==> src/rtl/regfile_write_scheduler_if.sv <==
// Bundle of the issue, writeback-requester and register-file write-port
// signals handled by regfile_write_scheduler.
//   slave  : the scheduler (consumes issue/A/B requests, drives grants,
//            stall, write port, scoreboard and error flag)
//   master : the environment (decode stage and the two writeback sources)
interface regfile_write_scheduler_if #(
  parameter int NUM_REGS = 32,
  parameter int ADDR_W   = 5,
  parameter int DATA_W   = 32
);
  logic                issue_valid;
  logic                issue_wr;
  logic [ADDR_W-1:0]   issue_rd;
  logic                issue_use_rs1;
  logic                issue_use_rs2;
  logic [ADDR_W-1:0]   issue_rs1;
  logic [ADDR_W-1:0]   issue_rs2;
  logic                issue_stall;

  logic                a_valid;
  logic [ADDR_W-1:0]   a_rd;
  logic [DATA_W-1:0]   a_data;
  logic                a_ready;

  logic                b_valid;
  logic [ADDR_W-1:0]   b_rd;
  logic [DATA_W-1:0]   b_data;
  logic                b_ready;

  logic                Ctl_RegWrite_out;
  logic [ADDR_W-1:0]   Rd_out;
  logic [DATA_W-1:0]   WriteData_out;
  logic [NUM_REGS-1:0] busy;
  logic                wr_error;

  modport slave (
    input  issue_valid, issue_wr, issue_rd, issue_use_rs1, issue_use_rs2,
           issue_rs1, issue_rs2,
           a_valid, a_rd, a_data, b_valid, b_rd, b_data,
    output issue_stall, a_ready, b_ready,
           Ctl_RegWrite_out, Rd_out, WriteData_out, busy, wr_error
  );

  modport master (
    output issue_valid, issue_wr, issue_rd, issue_use_rs1, issue_use_rs2,
           issue_rs1, issue_rs2,
           a_valid, a_rd, a_data, b_valid, b_rd, b_data,
    input  issue_stall, a_ready, b_ready,
           Ctl_RegWrite_out, Rd_out, WriteData_out, busy, wr_error
  );
endinterface

==> src/rtl/regfile_write_scheduler.sv <==
// Register-file write-port owner and per-register scoreboard.
// Two writeback sources (A: in-order pipeline, B: long-latency unit) share
// the single write port through a round-robin arbiter. A granted transfer is
// latched into a one-deep write stage and lands in the register file in the
// following cycle; the destination's busy bit clears on that same edge, so
// decode (stalled on RAW/WAW against busy) always reads current values.
// Ports:
//   clk   : rising-edge clock
//   reset : asynchronous, active-low reset
//   bus   : regfile_write_scheduler_if.slave (issue, A/B requests, write
//           port, busy scoreboard, sticky wr_error)
module regfile_write_scheduler #(
  parameter int NUM_REGS = 32,
  parameter int ADDR_W   = 5,
  parameter int DATA_W   = 32
) (
  input logic                      clk,
  input logic                      reset,
  regfile_write_scheduler_if.slave bus
);

  typedef enum logic {FAVOR_A = 1'b0, FAVOR_B = 1'b1} rrState_t;

  rrState_t            rrState;
  logic                outValid;
  logic [ADDR_W-1:0]   rdOut;
  logic [DATA_W-1:0]   dataOut;
  logic [NUM_REGS-1:0] busyQ;
  logic [NUM_REGS-1:0] busyNext;
  logic                wrError;

  logic                aGrant;
  logic                bGrant;
  logic                xfer;
  logic [ADDR_W-1:0]   xferRd;
  logic [DATA_W-1:0]   xferData;
  logic                issueStall;
  logic                issueSet;

  always_comb begin
    aGrant   = bus.a_valid && (!bus.b_valid || (rrState == FAVOR_A));
    bGrant   = bus.b_valid && !aGrant;
    xfer     = aGrant || bGrant;
    xferRd   = aGrant ? bus.a_rd   : bus.b_rd;
    xferData = aGrant ? bus.a_data : bus.b_data;
  end

  always_comb begin
    issueStall = bus.issue_valid &&
                 ((bus.issue_use_rs1 && busyQ[bus.issue_rs1]) ||
                  (bus.issue_use_rs2 && busyQ[bus.issue_rs2]) ||
                  (bus.issue_wr      && busyQ[bus.issue_rd]));
    issueSet   = bus.issue_valid && !issueStall && bus.issue_wr &&
                 (bus.issue_rd != '0);
  end

  // Clear for the landing write and set for a newly issued destination can
  // share an edge; WAW stalling guarantees they never target the same bit.
  always_comb begin
    busyNext = busyQ;
    if (outValid) busyNext[rdOut] = 1'b0;
    if (issueSet) busyNext[bus.issue_rd] = 1'b1;
    busyNext[0] = 1'b0;
  end

  always_ff @(posedge clk or negedge reset) begin
    if (!reset) begin
      rrState  <= FAVOR_A;
      outValid <= 1'b0;
      rdOut    <= '0;
      dataOut  <= '0;
      busyQ    <= '0;
      wrError  <= 1'b0;
    end else begin
      busyQ    <= busyNext;
      outValid <= xfer;
      if (xfer) begin
        rdOut   <= xferRd;
        dataOut <= xferData;
        if ((xferRd != '0) && !busyQ[xferRd]) wrError <= 1'b1;
      end
      if (aGrant)      rrState <= FAVOR_B;
      else if (bGrant) rrState <= FAVOR_A;
    end
  end

  assign bus.issue_stall      = issueStall;
  assign bus.a_ready          = aGrant;
  assign bus.b_ready          = bGrant;
  assign bus.Ctl_RegWrite_out = outValid && (rdOut != '0);
  assign bus.Rd_out           = rdOut;
  assign bus.WriteData_out    = dataOut;
  assign bus.busy             = busyQ;
  assign bus.wr_error         = wrError;

endmodule

==> src/flat_wrapper.sv <==
// flat-port wrapper written by rule: the top's interface ports become plain ports
module regfile_write_scheduler_flat 
#(
  parameter int NUM_REGS = 32,
  parameter int ADDR_W   = 5,
  parameter int DATA_W   = 32
)
  (clk, reset, bus_issue_valid, bus_issue_wr, bus_issue_rd, bus_issue_use_rs1, bus_issue_use_rs2, bus_issue_rs1, bus_issue_rs2, bus_a_valid, bus_a_rd, bus_a_data, bus_b_valid, bus_b_rd, bus_b_data, bus_issue_stall, bus_a_ready, bus_b_ready, bus_Ctl_RegWrite_out, bus_Rd_out, bus_WriteData_out, bus_busy, bus_wr_error);
  regfile_write_scheduler_if #(.NUM_REGS(NUM_REGS), .ADDR_W(ADDR_W), .DATA_W(DATA_W)) bus_i ();
  input logic clk;
  input logic reset;
  input wire logic [$bits(bus_i.issue_valid)-1:0] bus_issue_valid;
  input wire logic [$bits(bus_i.issue_wr)-1:0] bus_issue_wr;
  input wire logic [$bits(bus_i.issue_rd)-1:0] bus_issue_rd;
  input wire logic [$bits(bus_i.issue_use_rs1)-1:0] bus_issue_use_rs1;
  input wire logic [$bits(bus_i.issue_use_rs2)-1:0] bus_issue_use_rs2;
  input wire logic [$bits(bus_i.issue_rs1)-1:0] bus_issue_rs1;
  input wire logic [$bits(bus_i.issue_rs2)-1:0] bus_issue_rs2;
  input wire logic [$bits(bus_i.a_valid)-1:0] bus_a_valid;
  input wire logic [$bits(bus_i.a_rd)-1:0] bus_a_rd;
  input wire logic [$bits(bus_i.a_data)-1:0] bus_a_data;
  input wire logic [$bits(bus_i.b_valid)-1:0] bus_b_valid;
  input wire logic [$bits(bus_i.b_rd)-1:0] bus_b_rd;
  input wire logic [$bits(bus_i.b_data)-1:0] bus_b_data;
  output wire logic [$bits(bus_i.issue_stall)-1:0] bus_issue_stall;
  output wire logic [$bits(bus_i.a_ready)-1:0] bus_a_ready;
  output wire logic [$bits(bus_i.b_ready)-1:0] bus_b_ready;
  output wire logic [$bits(bus_i.Ctl_RegWrite_out)-1:0] bus_Ctl_RegWrite_out;
  output wire logic [$bits(bus_i.Rd_out)-1:0] bus_Rd_out;
  output wire logic [$bits(bus_i.WriteData_out)-1:0] bus_WriteData_out;
  output wire logic [$bits(bus_i.busy)-1:0] bus_busy;
  output wire logic [$bits(bus_i.wr_error)-1:0] bus_wr_error;
  assign bus_i.issue_valid = bus_issue_valid;
  assign bus_i.issue_wr = bus_issue_wr;
  assign bus_i.issue_rd = bus_issue_rd;
  assign bus_i.issue_use_rs1 = bus_issue_use_rs1;
  assign bus_i.issue_use_rs2 = bus_issue_use_rs2;
  assign bus_i.issue_rs1 = bus_issue_rs1;
  assign bus_i.issue_rs2 = bus_issue_rs2;
  assign bus_i.a_valid = bus_a_valid;
  assign bus_i.a_rd = bus_a_rd;
  assign bus_i.a_data = bus_a_data;
  assign bus_i.b_valid = bus_b_valid;
  assign bus_i.b_rd = bus_b_rd;
  assign bus_i.b_data = bus_b_data;
  assign bus_issue_stall = bus_i.issue_stall;
  assign bus_a_ready = bus_i.a_ready;
  assign bus_b_ready = bus_i.b_ready;
  assign bus_Ctl_RegWrite_out = bus_i.Ctl_RegWrite_out;
  assign bus_Rd_out = bus_i.Rd_out;
  assign bus_WriteData_out = bus_i.WriteData_out;
  assign bus_busy = bus_i.busy;
  assign bus_wr_error = bus_i.wr_error;
  regfile_write_scheduler #(.NUM_REGS(NUM_REGS), .ADDR_W(ADDR_W), .DATA_W(DATA_W)) u_core (.clk(clk), .reset(reset), .bus(bus_i));
endmodule
==> config.mk <==
export PLATFORM = sky130hd
export DESIGN_NAME = regfile_write_scheduler_flat
export DESIGN_NICKNAME = d
export VERILOG_FILES = /design/src/rtl/regfile_write_scheduler_if.sv /design/src/rtl/regfile_write_scheduler.sv /design/src/flat_wrapper.sv
export SDC_FILE = /design/constraint.sdc
export NUM_CORES = 1
export LEC_CHECK = 0
export ABC_CLOCK_PERIOD_IN_PS = 3800
export CAP_MARGIN = 20
export CORE_ASPECT_RATIO = 0.7
export CORE_UTILIZATION = 46
export CTS_CLUSTER_DIAMETER = 80
export DETAILED_ROUTE_END_ITERATION = 8
export PLACE_DENSITY = 0.79
export SLEW_MARGIN = 20
export SYNTH_ARGS = -nofsm -noshare
export SYNTH_HDL_FRONTEND = slang
export SYNTH_SLANG_ARGS = --single-unit
==> constraint.sdc <==
create_clock -name clk -period 3.8 [get_ports clk]
set_input_delay 0.95 -clock clk [delete_from_list [all_inputs] [get_ports clk]]
set_output_delay 0.95 -clock clk [all_outputs]
set_load 0.02 [all_outputs]
Word-level counts from Yosys, hierarchy flattened --
Index checks and enable logic that the tools add are counted.
Cells by class: add/sub/neg operators 0, multiply operators 0, divide/modulo/power cells 0, order comparisons 7, eq/ne operators 0, shifts and indexed selects 0, muxes and demuxes 18, bitwise logic cells 4, reduce and logical (&&, ||, !) cells 26
Operator list (number):
- 32-bit 2-to-1 mux | 3
- 32-bit AND | 1
- 32-bit NOT | 1
- 32-bit bitwise OR | 1
- 5-bit by 6-bit < comparator with 1-bit output, second input constant | 5
- 1-bit binary-select mux with 5-bit select | 4
- 5-bit nonzero test | 3
- 1-bit logical AND | 13
- 1-bit demux with 5-bit select | 2
- 5-bit by 1-bit >= comparator with 1-bit output, second input constant | 2
- 1-bit 2-to-1 mux | 8
- 5-bit 2-to-1 mux | 1
- 1-bit zero test | 4
- 1-bit logical OR | 4
- 2-bit AND reduction | 1
- 2-bit nonzero test | 1
- 1-bit NOT | 1
Word-level totals: register bits 71, latch bits 0, RAM bits 0, bits in read-only memories 0, bits of input ports 97, output and inout bits 74, word-level logic and storage cells 61, memories kept 0

Logic depth before layout (Yosys ltp) --
Gate-level depths: netlist (run 1).
depth after elaboration 11, mapped depth 10, gate-level depth less buffers 7

Least setup slack after synthesis (run 1) --
OpenSTA, ideal clock, no wires.
kind input to output, start in bus_issue_rs1[0], end out bus_issue_stall, arrival time 2.636 ns, required time 2.850 ns, path slack 0.214 ns, stages 7, buffers on the path 1, path through buf_6 > mux4_1 > mux4_2 > nand2b_4 > o211ai_2 > o21ai_2 > o21a_1
Between the ends: longest elaborated chain between the ends 6
RTL lines:
- start, declared | RTL line flat_wrapper.sv:17 | input wire logic [$bits(bus_i.issue_rs1)-1:0] bus_issue_rs1;
- 1-bit binary-select mux with 5-bit select | RTL line regfile_write_scheduler.sv:50 | ((bus.issue_use_rs1 && busyQ[bus.issue_rs1]) ||
- 1-bit 2-to-1 mux (implied by the code) | RTL line regfile_write_scheduler.sv:50
- 1-bit logical AND | RTL line regfile_write_scheduler.sv:50
- 1-bit logical OR | RTL line regfile_write_scheduler.sv:50
- 1-bit logical OR | RTL line regfile_write_scheduler.sv:51 | (bus.issue_use_rs2 && busyQ[bus.issue_rs2]) ||
- 1-bit logical AND | RTL line regfile_write_scheduler.sv:49 | issueStall = bus.issue_valid &&
- end, declared | RTL line flat_wrapper.sv:25 | output wire logic [$bits(bus_i.issue_stall)-1:0] bus_issue_stall;
Every way passes these cells. The select of a mux whose other input is x is not followed.

Worst setup path after layout (run 1) --
start in bus_issue_rs1[1], end out bus_issue_stall
Same word-level chain as after synthesis.

==> results of run 1 <==
==> flip-flops by register name, indices dropped and copies added, names as in the netlist <==
register                  cells
u_core.bus.wr_error           1
u_core.bus.Rd_out             5
u_core.bus.WriteData_out     32
u_core.outValid               1
u_core.rrState                1
u_core.bus.busy              31
==> Yosys cell counts (6+ instances only) <==
master	instances	share of area
sky130_fd_sc_hd__a21oi_1	9	0.0096
sky130_fd_sc_hd__buf_2	9	0.0096
sky130_fd_sc_hd__clkbuf_1	20	0.016
sky130_fd_sc_hd__dfrtp_1	71	0.38
sky130_fd_sc_hd__mux2i_1	45	0.096
sky130_fd_sc_hd__mux4_1	6	0.033
sky130_fd_sc_hd__mux4_2	20	0.096
sky130_fd_sc_hd__nand2_1	50	0.040
sky130_fd_sc_hd__nand3_1	33	0.035
sky130_fd_sc_hd__nand3b_1	9	0.014
sky130_fd_sc_hd__nor2_1	12	0.0096
sky130_fd_sc_hd__o21ai_0	66	0.070
sky130_fd_sc_hd__o21ai_2	31	0.058
==> critical path: cells and delay by family <==
family | cells | cell delay, ps
multiplexers | 1 | 330
AO/OA/AOI/OAI | 5 | 800
buffers and inverters | 3 | 800
==> layout make-up <==
type                            instances  area, sq um  area share
Antenna cell                            1        2.502   0.0003513
Clock buffer                           11        242.7     0.03408
Clock inverter                          4        22.52    0.003162
Inverter                                6        22.52    0.003162
Multi-Input combinational cell        350         2751      0.3863
Sequential cell                        71         1777      0.2494
Tap cell                              128        160.2     0.02248
Timing Repair Buffer                  225         2145      0.3011
==> cell families (layout without fill, tap and decap cells) <==
logic type / count (synthesis) / count (layout) / share of synthesized area
AO/OA/AOI/OAI: 138 / 138 / 0.1959
buffers and inverters: 42 / 246 / 0.04300
flip-flops: 71 / 71 / 0.3770
multiplexers: 77 / 77 / 0.2394
other: 1 / 2 / 0.0007956
AND/OR/NAND/NOR: 134 / 134 / 0.1439
==> worst max-delay path by stage <==
stage | from | end | slack (ps) | cells after the start
global placement | bus_issue_rs1[0] | bus_issue_stall | -790 | 9
floorplan | bus_issue_rs1[0] | bus_issue_stall | 210 | 7
global route | bus_issue_rs1[1] | bus_issue_stall | -60 | 9
finish | bus_issue_rs1[1] | bus_issue_stall | -30 | 9
CTS | bus_issue_rs1[1] | bus_issue_stall | 40 | 8
detailed placement | bus_issue_rs1[0] | bus_issue_stall | -830 | 9
==> stage by stage <==
| step | power, mW | hold WS [ps] | setup TNS (ps) | util |
|---|---|---|---|---|
| floorplan | 2.282 | 533.5 | 0 | - |
| global placement | 3.395 | 546.7 | -788.3 | 0.6892 |
| detailed placement | 3.426 | 561.3 | -827.0 | 0.6892 |
| CTS | 4.215 | 572.9 | 0 | 0.7210 |
| global route | 4.437 | 597.7 | -59.68 | 0.7240 |
| finish | 4.302 | 570.1 | -30.54 | 0.7243 |
==> layer usage <==
layer	up-vias	wire length, um	part of all wire
li1	2148	-	-
met1	2379	7212	0.40
met2	337	8112	0.45
met3	29	2380	0.13
met4	0	254	0.014
met5	-	0	0
==> power groups by stage <==
stage | registers [mW] | logic (mW) | clock network, mW
after floorplan | 1.46 | 0.824 | 0
after global placement | 1.32 | 2.08 | 0
after detailed placement | 1.31 | 2.11 | 0
after CTS | 1.31 | 2.14 | 0.769
after global routing | 1.34 | 2.29 | 0.799
final | 1.34 | 2.20 | 0.758
==> repair_timing <==
| action | 4_1_cts | 5_1_grt |
|---|---|---|
| setup endpoints to repair | 1 | 1 |
| pin swaps | 3 | 4 |
| resized for setup | 20 | 10 |
| buffers inserted | 2 | 1 |
| hold buffers | 0 | 0 |
| cloned | 1 | 1 |
==> impl_metrics.xml, run 1 <==
<?xml version="1.0" encoding="UTF-8"?>
<metrics>
  <group name="floorplan">
    <metric name="overall_die_height" unit="um">86.69</metric>
    <metric name="die_width" unit="um">123.0</metric>
    <metric name="rows" unit="">30</metric>
    <metric name="overall_die_area" unit="sq um">10660</metric>
    <metric name="start_util" unit="">0.4793</metric>
    <metric name="core-area" unit="sq um">9834</metric>
    <metric name="num_io_pins" unit="">171</metric>
  </group>
  <group name="min_path">
    <metric name="worstHoldPathCells" unit="">2</metric>
    <metric name="hold_endpoint" unit="">u_core.bus.WriteData_out[12]$_DFFE_PN0P_</metric>
    <metric name="hold_start" unit="">u_core.bus.WriteData_out[12]$_DFFE_PN0P_</metric>
    <metric name="worstHoldPathType" unit="">flip-flop to flip-flop</metric>
  </group>
  <group name="pwr">
    <metric name="net_switching_fraction_of_the_power" unit="">0.4192</metric>
    <metric name="internal-power" unit="mW">2.499</metric>
    <metric name="combinationalPowerShare" unit="">0.512</metric>
    <metric name="clock_power_share" unit="">0.176</metric>
    <metric name="power.static_leakage" unit="nW">2.922</metric>
    <metric name="vdd.ir_drop.worst" unit="mV">0.3506</metric>
    <metric name="switchingPower" unit="mW">1.804</metric>
    <metric name="register_share_of_total_power" unit="">0.312</metric>
    <metric name="power_density" unit="nW/um^2">604.0</metric>
  </group>
  <group name="clock_network">
    <metric name="clock_path_buffers" unit="">2</metric>
    <metric name="cts-buffers-inserted" unit="">9</metric>
    <metric name="clock-sinks" unit="">71</metric>
    <metric name="clk_latency" unit="ps">330</metric>
    <metric name="clk_transition_reported_paths" unit="ps">50</metric>
    <metric name="cts_tree" unit="">built</metric>
    <metric name="cts_root_buffer" unit="">sky130_fd_sc_hd__clkbuf_16</metric>
    <metric name="cts-htree-levels" unit="">3</metric>
  </group>
  <group name="logic_synthesis">
    <metric name="postSynthNetCount" unit="">560</metric>
    <metric name="mappedNetlistArea" unit="sq um">4713</metric>
    <metric name="top_flip_flop_cell_by_instance_count_after_synthesis" unit="">sky130_fd_sc_hd__dfrtp_1</metric>
    <metric name="yosys_warnings" unit="">0</metric>
    <metric name="synthCells" unit="">463</metric>
    <metric name="post_synth.cell_area_avg" unit="sq um">10.18</metric>
    <metric name="synth-seq-area-share" unit="">0.3770</metric>
    <metric name="synth-seq-cells" unit="">71</metric>
    <metric name="yosysUniqueCellTypes" unit="">53</metric>
    <metric name="async_flop_share" unit="">1.000</metric>
    <metric name="number_of_synthesized_flops_with_an_enable_pin" unit="">0</metric>
  </group>
  <group name="place">
    <metric name="placedInstanceArea" unit="sq um">6778</metric>
    <metric name="place_congestion" unit="">1.140</metric>
    <metric name="place.detailed.hpwl" unit="mm">12.96</metric>
    <metric name="worst_setup_slack_before_clock_tree_synthesis" unit="ps">-827.0</metric>
    <metric name="numPlacedInstances" unit="">775</metric>
    <metric name="io_buffers" unit="">169</metric>
  </group>
  <group name="final_layout">
    <metric name="mostFrequentLayoutCells" unit="">sky130_fd_sc_hd__clkdlybuf4s50_1, sky130_fd_sc_hd__dfrtp_1, sky130_fd_sc_hd__o21ai_0</metric>
    <metric name="postLayoutCellArea" unit="sq um">7123</metric>
    <metric name="non_filler_cells_in_the_finished_layout" unit="">796</metric>
    <metric name="drive_above_1_share" unit="">0.2234</metric>
    <metric name="most_common_library_cell_in_the_layout_ignoring_fill_and_taps" unit="">sky130_fd_sc_hd__clkdlybuf4s50_1</metric>
    <metric name="finalNetCount" unit="">760</metric>
    <metric name="area.growth.synth_to_final" unit="%">51.13</metric>
    <metric name="final.fill_count" unit="">709</metric>
  </group>
  <group name="sta">
    <metric name="layout_worst_path_cycle_share" unit="">1.008</metric>
    <metric name="maxSlewViolCount" unit="">0</metric>
    <metric name="setup_slack" unit="ps">-30.54</metric>
    <metric name="worst_pin_slew" unit="ps">915.5</metric>
    <metric name="hold_viol" unit="">0</metric>
    <metric name="finalClockSkew" unit="ps">5.914</metric>
    <metric name="min_period" unit="ps">3831</metric>
    <metric name="fmaxAchievable" unit="GHz">0.2611</metric>
    <metric name="setup_viol_count_final" unit="">1</metric>
    <metric name="relSlewSlack" unit="">0.3850</metric>
  </group>
  <group name="global_routing">
    <metric name="number_of_antenna_violations_at_the_first_check_in_global_routing" unit="">2</metric>
    <metric name="first_pass_grt_wire_length" unit="mm">26.80</metric>
    <metric name="grt.total_usage" unit="">0.3411</metric>
    <metric name="met1_usage" unit="">0.4729</metric>
    <metric name="pin_count_of_the_biggest_net_entering_global_routing" unit="">71</metric>
    <metric name="use_met3" unit="">0.1342</metric>
    <metric name="busiest_metal_layer_after_global_routing" unit="">met2</metric>
    <metric name="global_route.usage.met2" unit="">0.4939</metric>
    <metric name="first_global_vias" unit="">4791</metric>
    <metric name="grt.overflow.total" unit="">0</metric>
  </group>
  <group name="critical_path">
    <metric name="cp-start-kind" unit="">input port</metric>
    <metric name="timing.setup.critical_path_class" unit="">input port to primary output</metric>
    <metric name="cp_data_required_time" unit="ps">2850</metric>
    <metric name="r2r-start" unit="">u_core.bus.busy[15]$_DFF_PN0_</metric>
    <metric name="timing.critical_path.cells" unit="">clkdlybuf4s50_1 -&gt; buf_4 -&gt; mux4_1 -&gt; o21ai_2 -&gt; o22ai_2 -&gt; o211ai_2 -&gt; o21ai_4 -&gt; o21a_1 -&gt; buf_6</metric>
    <metric name="end_kind" unit="">primary output</metric>
    <metric name="r2r-end" unit="">u_core.bus.busy[1]$_DFF_PN0_</metric>
    <metric name="cpPeakStageDelay" unit="ps">510</metric>
    <metric name="worst_case_reg_to_reg_path_depth" unit="">7</metric>
    <metric name="highest_net_fanout_along_the_worst_path" unit="">4</metric>
    <metric name="timing.critical_path.slowest_stage_cell" unit="">sky130_fd_sc_hd__clkdlybuf4s50_1</metric>
    <metric name="worst-r2r-setup-slack" unit="ps">1430</metric>
    <metric name="timing.critical_path.arrival" unit="ps">2880</metric>
  </group>
  <group name="status">
    <metric name="violated_checks" unit="">negative setup slack</metric>
    <metric name="run_status" unit="">complete, but fails checks</metric>
  </group>
  <group name="route">
    <metric name="final_antenna_net_count" unit="">0</metric>
    <metric name="detailedRoute.firstIterationViolations" unit="">576</metric>
    <metric name="drt-pass1-iter-count" unit="">6</metric>
    <metric name="post-route-drc-count" unit="">0</metric>
    <metric name="detail_route.wl_per_cell" unit="um">22.56</metric>
    <metric name="wirelength" unit="mm">17.96</metric>
    <metric name="via_per_inst" unit="">6.147</metric>
    <metric name="route.vias.total" unit="">4893</metric>
  </group>
  <group name="run">
    <metric name="timing.max_cap.violations" unit="">0</metric>
  </group>
</metrics>
No activity file was read; power rests on OpenSTA's default activity.
==> inputs of run 2 (changes only) <==
ABC_CLOCK_PERIOD_IN_PS = 3500   (was 3800)
CORE_UTILIZATION = 41   (was 46)
PLACE_DENSITY = 0.74   (was 0.79)
clock period = 3.5 ns   (was 3.8 ns; I/O delays follow)
==> run 2 against run 1 <==
  * Via count shrank 0.53%
  * Non-clock buffer count grew 12
  * Largest cell class unchanged
  * The flow still finishes with violations (negative setup slack)
  * Critical path depth shrank 1
  * Combinational power grew 16%
  * Global-route usage shrank 2.9 points
  * Routed wire length grew 1.5%
==> impl_metrics.xml, run 2 (synthesized netlist as in run 1, its figures left out) <==
<?xml version="1.0" encoding="UTF-8"?>
<metrics>
  <group name="status">
    <metric name="run_status" unit="">complete, but fails checks</metric>
    <metric name="violated_checks" unit="">negative setup slack</metric>
  </group>
  <group name="global_routing">
    <metric name="number_of_antenna_violations_at_the_first_check_in_global_routing" unit="">0</metric>
    <metric name="pin_count_of_the_biggest_net_entering_global_routing" unit="">67</metric>
    <metric name="grt.total_usage" unit="">0.3117</metric>
    <metric name="first_pass_grt_wire_length" unit="mm">27.43</metric>
    <metric name="first_global_vias" unit="">4794</metric>
    <metric name="grt.overflow.total" unit="">0</metric>
  </group>
  <group name="critical_path">
    <metric name="cp-start-kind" unit="">input port</metric>
    <metric name="end_kind" unit="">primary output</metric>
    <metric name="crit_buf_inv" unit="">3</metric>
    <metric name="worst-r2r-setup-slack" unit="ps">1050</metric>
    <metric name="timing.critical_path.cells" unit="">clkdlybuf4s15_2 -&gt; bufbuf_16 -&gt; mux4_2 -&gt; a22oi_1 -&gt; and4_1 -&gt; nor2b_1 -&gt; o21a_1 -&gt; buf_6</metric>
    <metric name="highest_net_fanout_along_the_worst_path" unit="">4</metric>
    <metric name="cpPeakStageDelay" unit="ps">480</metric>
    <metric name="r2r-start" unit="">u_core.bus.busy[27]$_DFF_PN0_</metric>
    <metric name="timing.critical_path.slowest_stage_cell" unit="">sky130_fd_sc_hd__mux4_2</metric>
    <metric name="cp_data_required_time" unit="ps">2620</metric>
    <metric name="critical-path-top-delay-family" unit="">buffers and inverters</metric>
    <metric name="timing.critical_path.arrival" unit="ps">2640</metric>
    <metric name="worst_case_reg_to_reg_path_depth" unit="">7</metric>
    <metric name="r2r-end" unit="">u_core.bus.busy[24]$_DFF_PN0_</metric>
    <metric name="timing.setup.critical_path_class" unit="">input port to primary output</metric>
  </group>
  <group name="sta">
    <metric name="worst_pin_slew" unit="ps">799.5</metric>
    <metric name="timing.hold.ws" unit="ps">429.6</metric>
    <metric name="fin_tns_setup" unit="ps">-11.80</metric>
    <metric name="min_period" unit="ps">3512</metric>
    <metric name="layout_worst_path_cycle_share" unit="">1.003</metric>
    <metric name="finalClockSkew" unit="ps">10.01</metric>
    <metric name="hold_viol" unit="">0</metric>
    <metric name="unrepaired_setup_endpoints_after_global_routing" unit="">yes</metric>
    <metric name="setup_viol_count_final" unit="">1</metric>
    <metric name="maxSlewViolCount" unit="">0</metric>
    <metric name="setup_slack" unit="ps">-11.80</metric>
    <metric name="fmaxAchievable" unit="GHz">0.2848</metric>
    <metric name="relSlewSlack" unit="">0.4629</metric>
  </group>
  <group name="clock_network">
    <metric name="clock_path_buffers" unit="">2</metric>
    <metric name="cts_tree" unit="">built</metric>
    <metric name="clk_transition_reported_paths" unit="ps">60</metric>
    <metric name="cts_root_buffer" unit="">sky130_fd_sc_hd__clkbuf_16</metric>
    <metric name="cts-buffers-inserted" unit="">9</metric>
    <metric name="hold_buffers_post_cts" unit="">0</metric>
    <metric name="cts-htree-levels" unit="">3</metric>
    <metric name="clk_latency" unit="ps">330</metric>
    <metric name="clock-sinks" unit="">71</metric>
  </group>
  <group name="floorplan">
    <metric name="die_width" unit="um">130.2</metric>
    <metric name="num_io_pins" unit="">171</metric>
    <metric name="core-area" unit="sq um">11090</metric>
    <metric name="start_util" unit="">0.4250</metric>
    <metric name="overall_die_area" unit="sq um">11940</metric>
    <metric name="overall_die_height" unit="um">91.71</metric>
    <metric name="rows" unit="">32</metric>
  </group>
  <group name="route">
    <metric name="detailedRoute.firstIterationViolations" unit="">383</metric>
    <metric name="detail_route.wl_per_cell" unit="um">21.89</metric>
    <metric name="via_per_inst" unit="">5.843</metric>
    <metric name="route.top_layer_used" unit="">met5</metric>
    <metric name="final_antenna_net_count" unit="">0</metric>
    <metric name="post-route-drc-count" unit="">0</metric>
    <metric name="met2RoutedLength" unit="mm">8.158</metric>
    <metric name="drt-pass1-iter-count" unit="">5</metric>
    <metric name="wl_met3" unit="mm">1.842</metric>
    <metric name="wirelength" unit="mm">18.23</metric>
    <metric name="detail_route.wirelength.met1" unit="mm">7.776</metric>
    <metric name="route.vias.total" unit="">4867</metric>
  </group>
  <group name="place">
    <metric name="place.detailed.hpwl" unit="mm">13.92</metric>
    <metric name="io_buffers" unit="">169</metric>
    <metric name="worst_setup_slack_before_clock_tree_synthesis" unit="ps">-1005</metric>
    <metric name="place_congestion" unit="">1.031</metric>
  </group>
  <group name="final_layout">
    <metric name="mostFrequentLayoutCells" unit="">sky130_fd_sc_hd__clkdlybuf4s50_1, sky130_fd_sc_hd__dfrtp_1, sky130_fd_sc_hd__o21ai_0</metric>
    <metric name="largest_reg_flops" unit="">32</metric>
    <metric name="area.growth.synth_to_final" unit="%">55.91</metric>
    <metric name="most_common_library_cell_in_the_layout_ignoring_fill_and_taps" unit="">sky130_fd_sc_hd__clkdlybuf4s50_1</metric>
    <metric name="share_of_the_core_filled_with_cells_in_the_final_layout" unit="">0.6626</metric>
    <metric name="finalNetCount" unit="">772</metric>
    <metric name="antenna_cells_inserted" unit="">0</metric>
    <metric name="drive_above_1_share" unit="">0.2382</metric>
    <metric name="final.fill_count" unit="">900</metric>
  </group>
  <group name="pwr">
    <metric name="vdd.ir_drop.worst" unit="mV">0.3488</metric>
    <metric name="power.static_leakage" unit="nW">3.038</metric>
    <metric name="power_density" unit="nW/um^2">680.1</metric>
  </group>
  <group name="run">
    <metric name="timing.max_cap.violations" unit="">0</metric>
  </group>
  <group name="min_path">
    <metric name="worstHoldPathType" unit="">input port to async pin</metric>
  </group>
</metrics>
run 2: area by class of cell:
type | count | area [sq um] | share of cell area
inverter | 6 | 22.52 | 0.003065
multi-input combinational | 350 | 2763 | 0.3760
sequential | 71 | 1777 | 0.2418
tap | 153 | 191.4 | 0.02605
clock buffer | 9 | 225.2 | 0.03065
clock inverter | 7 | 121.4 | 0.01652
timing repair buffer | 237 | 2248 | 0.3060
run 2: worst max-delay path by stage:
stage | cells after the start | slack, ps | startpoint | end
global placement | 8 | -950 | bus_issue_rs1[0] | bus_issue_stall
detailed placement | 8 | -1000 | bus_issue_rs1[0] | bus_issue_stall
CTS | 8 | 10 | bus_issue_rs1[0] | bus_issue_stall
finish | 8 | -10 | bus_issue_rd[0] | bus_issue_stall
floorplan | 7 | 60 | bus_issue_rs1[0] | bus_issue_stall
global route | 8 | -50 | bus_issue_rs1[0] | bus_issue_stall
run 2: what timing repair did:
item,4_1_cts,5_1_grt
gates resized for setup,35,3
setup endpoints to repair,1,1
setup buffers,2,0
pin swaps,6,2
gates cloned,1,0
run 2: metrics by stage:
stage | std cells | power, mW | cell area (sq um)
after floorplan | 463 | 2.478 | 4713
after global placement | 814 | 3.795 | 6914
after detailed placement | 814 | 3.840 | 6914
after CTS | 833 | 4.933 | 7331
after global routing | 833 | 5.168 | 7348
final | 833 | 4.997 | 7348
run 2: metal layers:
layer  up-vias  track usage
li1       2176            -
met1      2412       0.4370
met2       243       0.4557
met3        34       0.1033
met4         2      0.08236
met5         -      0.03620
run 2: power breakdown:
| group | leakage [nW] | internal [mW] | total, mW | switching [mW] |
|---|---|---|---|---|
| clock | 0.170 | 0.698 | 1.05 | 0.354 |
| combinational | 2.01 | 1.24 | 2.55 | 1.31 |
| sequential | 0.859 | 1.05 | 1.40 | 0.344 |
| total | 3.04 | 2.99 | 5.00 | 2.01 |
==> inputs of run 3 (changes only) <==
SKIP_CTS_REPAIR_TIMING = 1   (was unset)
==> run 3 against run 2 <==
  * The flow now finishes without violations
  * Global-route usage fell by 0.22 points
  * Count of clock-buffer cells in the layout did not move
  * Worst hold slack got worse by 1.1 ps
  * Power barely moved
  * Non-clock buffer count decreased by 1
  * Critical path depth did not move
  * Critical endpoint unchanged
  * Largest power group unchanged
==> impl_metrics.xml, run 3 (synthesized netlist as in run 1, its figures left out) <==
<?xml version="1.0" encoding="UTF-8"?>
<metrics>
  <group name="route">
    <metric name="route.vias.total" unit="">4896</metric>
    <metric name="detail_route.wl_per_cell" unit="um">21.98</metric>
    <metric name="post-route-drc-count" unit="">0</metric>
    <metric name="via_per_inst" unit="">5.885</metric>
    <metric name="final_antenna_net_count" unit="">0</metric>
    <metric name="drt-pass1-iter-count" unit="">5</metric>
    <metric name="detailedRoute.firstIterationViolations" unit="">415</metric>
    <metric name="wirelength" unit="mm">18.29</metric>
  </group>
  <group name="critical_path">
    <metric name="cp-start-kind" unit="">input port</metric>
    <metric name="timing.critical_path.cells" unit="">buf_12 -&gt; mux4_2 -&gt; mux4_2 -&gt; nand2b_4 -&gt; o211ai_4 -&gt; o21ai_4 -&gt; o21a_1 -&gt; buf_6</metric>
    <metric name="highest_net_fanout_along_the_worst_path" unit="">5</metric>
    <metric name="worst-r2r-setup-slack" unit="ps">1050</metric>
    <metric name="timing.setup.critical_path_class" unit="">input port to primary output</metric>
    <metric name="timing.critical_path.slowest_stage_cell" unit="">sky130_fd_sc_hd__mux4_2</metric>
    <metric name="cpPeakStageDelay" unit="ps">490</metric>
    <metric name="cp_common_cell" unit="">sky130_fd_sc_hd__mux4_2</metric>
    <metric name="end_kind" unit="">primary output</metric>
    <metric name="timing.critical_path.arrival" unit="ps">2610</metric>
    <metric name="cp_data_required_time" unit="ps">2620</metric>
  </group>
  <group name="clock_network">
    <metric name="cts_root_buffer" unit="">sky130_fd_sc_hd__clkbuf_16</metric>
    <metric name="cts-htree-levels" unit="">3</metric>
    <metric name="clk_latency" unit="ps">330</metric>
    <metric name="cts-buffers-inserted" unit="">9</metric>
    <metric name="cts_tree" unit="">built</metric>
    <metric name="clk_transition_reported_paths" unit="ps">60</metric>
    <metric name="clock-sinks" unit="">71</metric>
    <metric name="clock_path_buffers" unit="">2</metric>
  </group>
  <group name="floorplan">
    <metric name="core-area" unit="sq um">11090</metric>
    <metric name="overall_die_area" unit="sq um">11940</metric>
    <metric name="start_util" unit="">0.4250</metric>
    <metric name="num_io_pins" unit="">171</metric>
    <metric name="rows" unit="">32</metric>
    <metric name="die_width" unit="um">130.2</metric>
    <metric name="overall_die_height" unit="um">91.71</metric>
  </group>
  <group name="final_layout">
    <metric name="postLayoutCellArea" unit="sq um">7358</metric>
    <metric name="most_common_library_cell_in_the_layout_ignoring_fill_and_taps" unit="">sky130_fd_sc_hd__clkdlybuf4s50_1</metric>
    <metric name="largest_reg_flops" unit="">32</metric>
    <metric name="mostFrequentLayoutCells" unit="">sky130_fd_sc_hd__clkdlybuf4s50_1, sky130_fd_sc_hd__dfrtp_1, sky130_fd_sc_hd__o21ai_0</metric>
    <metric name="share_of_the_core_filled_with_cells_in_the_final_layout" unit="">0.6635</metric>
    <metric name="finalNetCount" unit="">771</metric>
    <metric name="area.growth.synth_to_final" unit="%">56.12</metric>
    <metric name="drive_above_1_share" unit="">0.2342</metric>
    <metric name="antenna_cells_inserted" unit="">0</metric>
  </group>
  <group name="pwr">
    <metric name="vdd.ir_drop.worst" unit="mV">0.3468</metric>
    <metric name="power.static_leakage" unit="nW">3.077</metric>
    <metric name="power_density" unit="nW/um^2">679.0</metric>
  </group>
  <group name="sta">
    <metric name="unrepaired_setup_endpoints_after_global_routing" unit="">yes</metric>
    <metric name="setup_viol_count_final" unit="">0</metric>
    <metric name="worst_pin_slew" unit="ps">773.5</metric>
    <metric name="fmaxAchievable" unit="GHz">0.2873</metric>
    <metric name="hold_viol" unit="">0</metric>
    <metric name="min_period" unit="ps">3480</metric>
    <metric name="relSlewSlack" unit="">0.4804</metric>
    <metric name="layout_worst_path_cycle_share" unit="">0.9943</metric>
    <metric name="fin_tns_setup" unit="ps">0</metric>
    <metric name="maxSlewViolCount" unit="">0</metric>
    <metric name="finalClockSkew" unit="ps">9.925</metric>
  </group>
  <group name="global_routing">
    <metric name="pin_count_of_the_biggest_net_entering_global_routing" unit="">67</metric>
    <metric name="number_of_antenna_violations_at_the_first_check_in_global_routing" unit="">0</metric>
    <metric name="first_pass_grt_wire_length" unit="mm">27.26</metric>
    <metric name="global_route.usage.met2" unit="">0.4508</metric>
    <metric name="grt.overflow.total" unit="">0</metric>
    <metric name="busiest_metal_layer_after_global_routing" unit="">met2</metric>
    <metric name="first_global_vias" unit="">4749</metric>
    <metric name="met1_usage" unit="">0.4439</metric>
    <metric name="use_met3" unit="">0.08518</metric>
    <metric name="grt.total_usage" unit="">0.3096</metric>
  </group>
  <group name="place">
    <metric name="place.detailed.hpwl" unit="mm">13.92</metric>
    <metric name="place_congestion" unit="">1.031</metric>
    <metric name="placedInstanceArea" unit="sq um">6914</metric>
    <metric name="io_buffers" unit="">169</metric>
  </group>
  <group name="run">
    <metric name="timing.max_cap.violations" unit="">0</metric>
  </group>
  <group name="status">
    <metric name="run_status" unit="">complete, no violations</metric>
  </group>
  <group name="min_path">
    <metric name="worstHoldPathType" unit="">input port to async pin</metric>
  </group>
</metrics>
[run 3: changes by cell type in the layout (fill, tap and decap cells not counted), sizes merged]
cell           change
dlymetal6s2s       +6
clkdlybuf4s15      -3
dlygate4sd2        -3
buf                -1
bufbuf             -1
clkbuf             +1
[run 3: path summary, 6_finish.rpt]
| path | to | from | cells past startpoint |
|---|---|---|---|
| max in group asynchronous | u_core.bus.WriteData_out[15]$_DFFE_PN0P_ | reset | 2 |
| min reg2reg | u_core.bus.WriteData_out[19]$_DFFE_PN0P_ | u_core.bus.WriteData_out[19]$_DFFE_PN0P_ | 2 |
| max | bus_issue_stall | bus_issue_rs1[0] | 8 |
| max reg2reg | u_core.bus.busy[25]$_DFF_PN0_ | u_core.bus.busy[26]$_DFF_PN0_ | 7 |
| min | u_core.bus.WriteData_out[17]$_DFFE_PN0P_ | reset | 1 |
| min in group clk | u_core.bus.WriteData_out[19]$_DFFE_PN0P_ | u_core.bus.WriteData_out[19]$_DFFE_PN0P_ | 2 |
[run 3: area by class of cell]
class | count | area, sq um
clock buffers | 9 | 225.2
repair buffers | 236 | 2256
well taps | 153 | 191.4
inverters | 6 | 22.52
multi-input cells | 350 | 2765
flip-flops and latches | 71 | 1777
fillers | 904 | 3732
clock inverters | 7 | 121.4
[run 3: through the flow]
| step | setup slack [ps] | cells | total power, mW | hold slack (ps) |
|---|---|---|---|---|
| 2_1_floorplan | 63.51 | 463 | 2.478 | 533.5 |
| 3_3_place_gp | -950.8 | 814 | 3.795 | 548.6 |
| 3_5_place_dp | -1005 | 814 | 3.840 | 565.4 |
| 4_1_cts | -1010 | 830 | 4.904 | 424.7 |
| 5_1_grt | -54.59 | 832 | 5.166 | 430.5 |
| 6_report | 19.90 | 832 | 4.996 | 428.4 |
[run 3: critical path, delay by kind of cell]
kind	cells	cell delay [ps]
compound gates	3	390
simple gates	1	170
mux	2	950
buf+inv	2	220
[run 3: power breakdown]
part | internal (mW) | switching, mW | leakage [nW]
logic | 1.24 | 1.31 | 2.05
registers | 1.05 | 0.344 | 0.859
clock network | 0.698 | 0.354 | 0.170
total | 2.99 | 2.01 | 3.08
[run 3: routing by layer]
metal,part of all wire,routed length (um),vias up
li1,-,-,2173
met1,0.42,7744,2394
met2,0.45,8196,295
met3,0.11,1922,32
met4,0.020,373,2
met5,0.0028,52,-
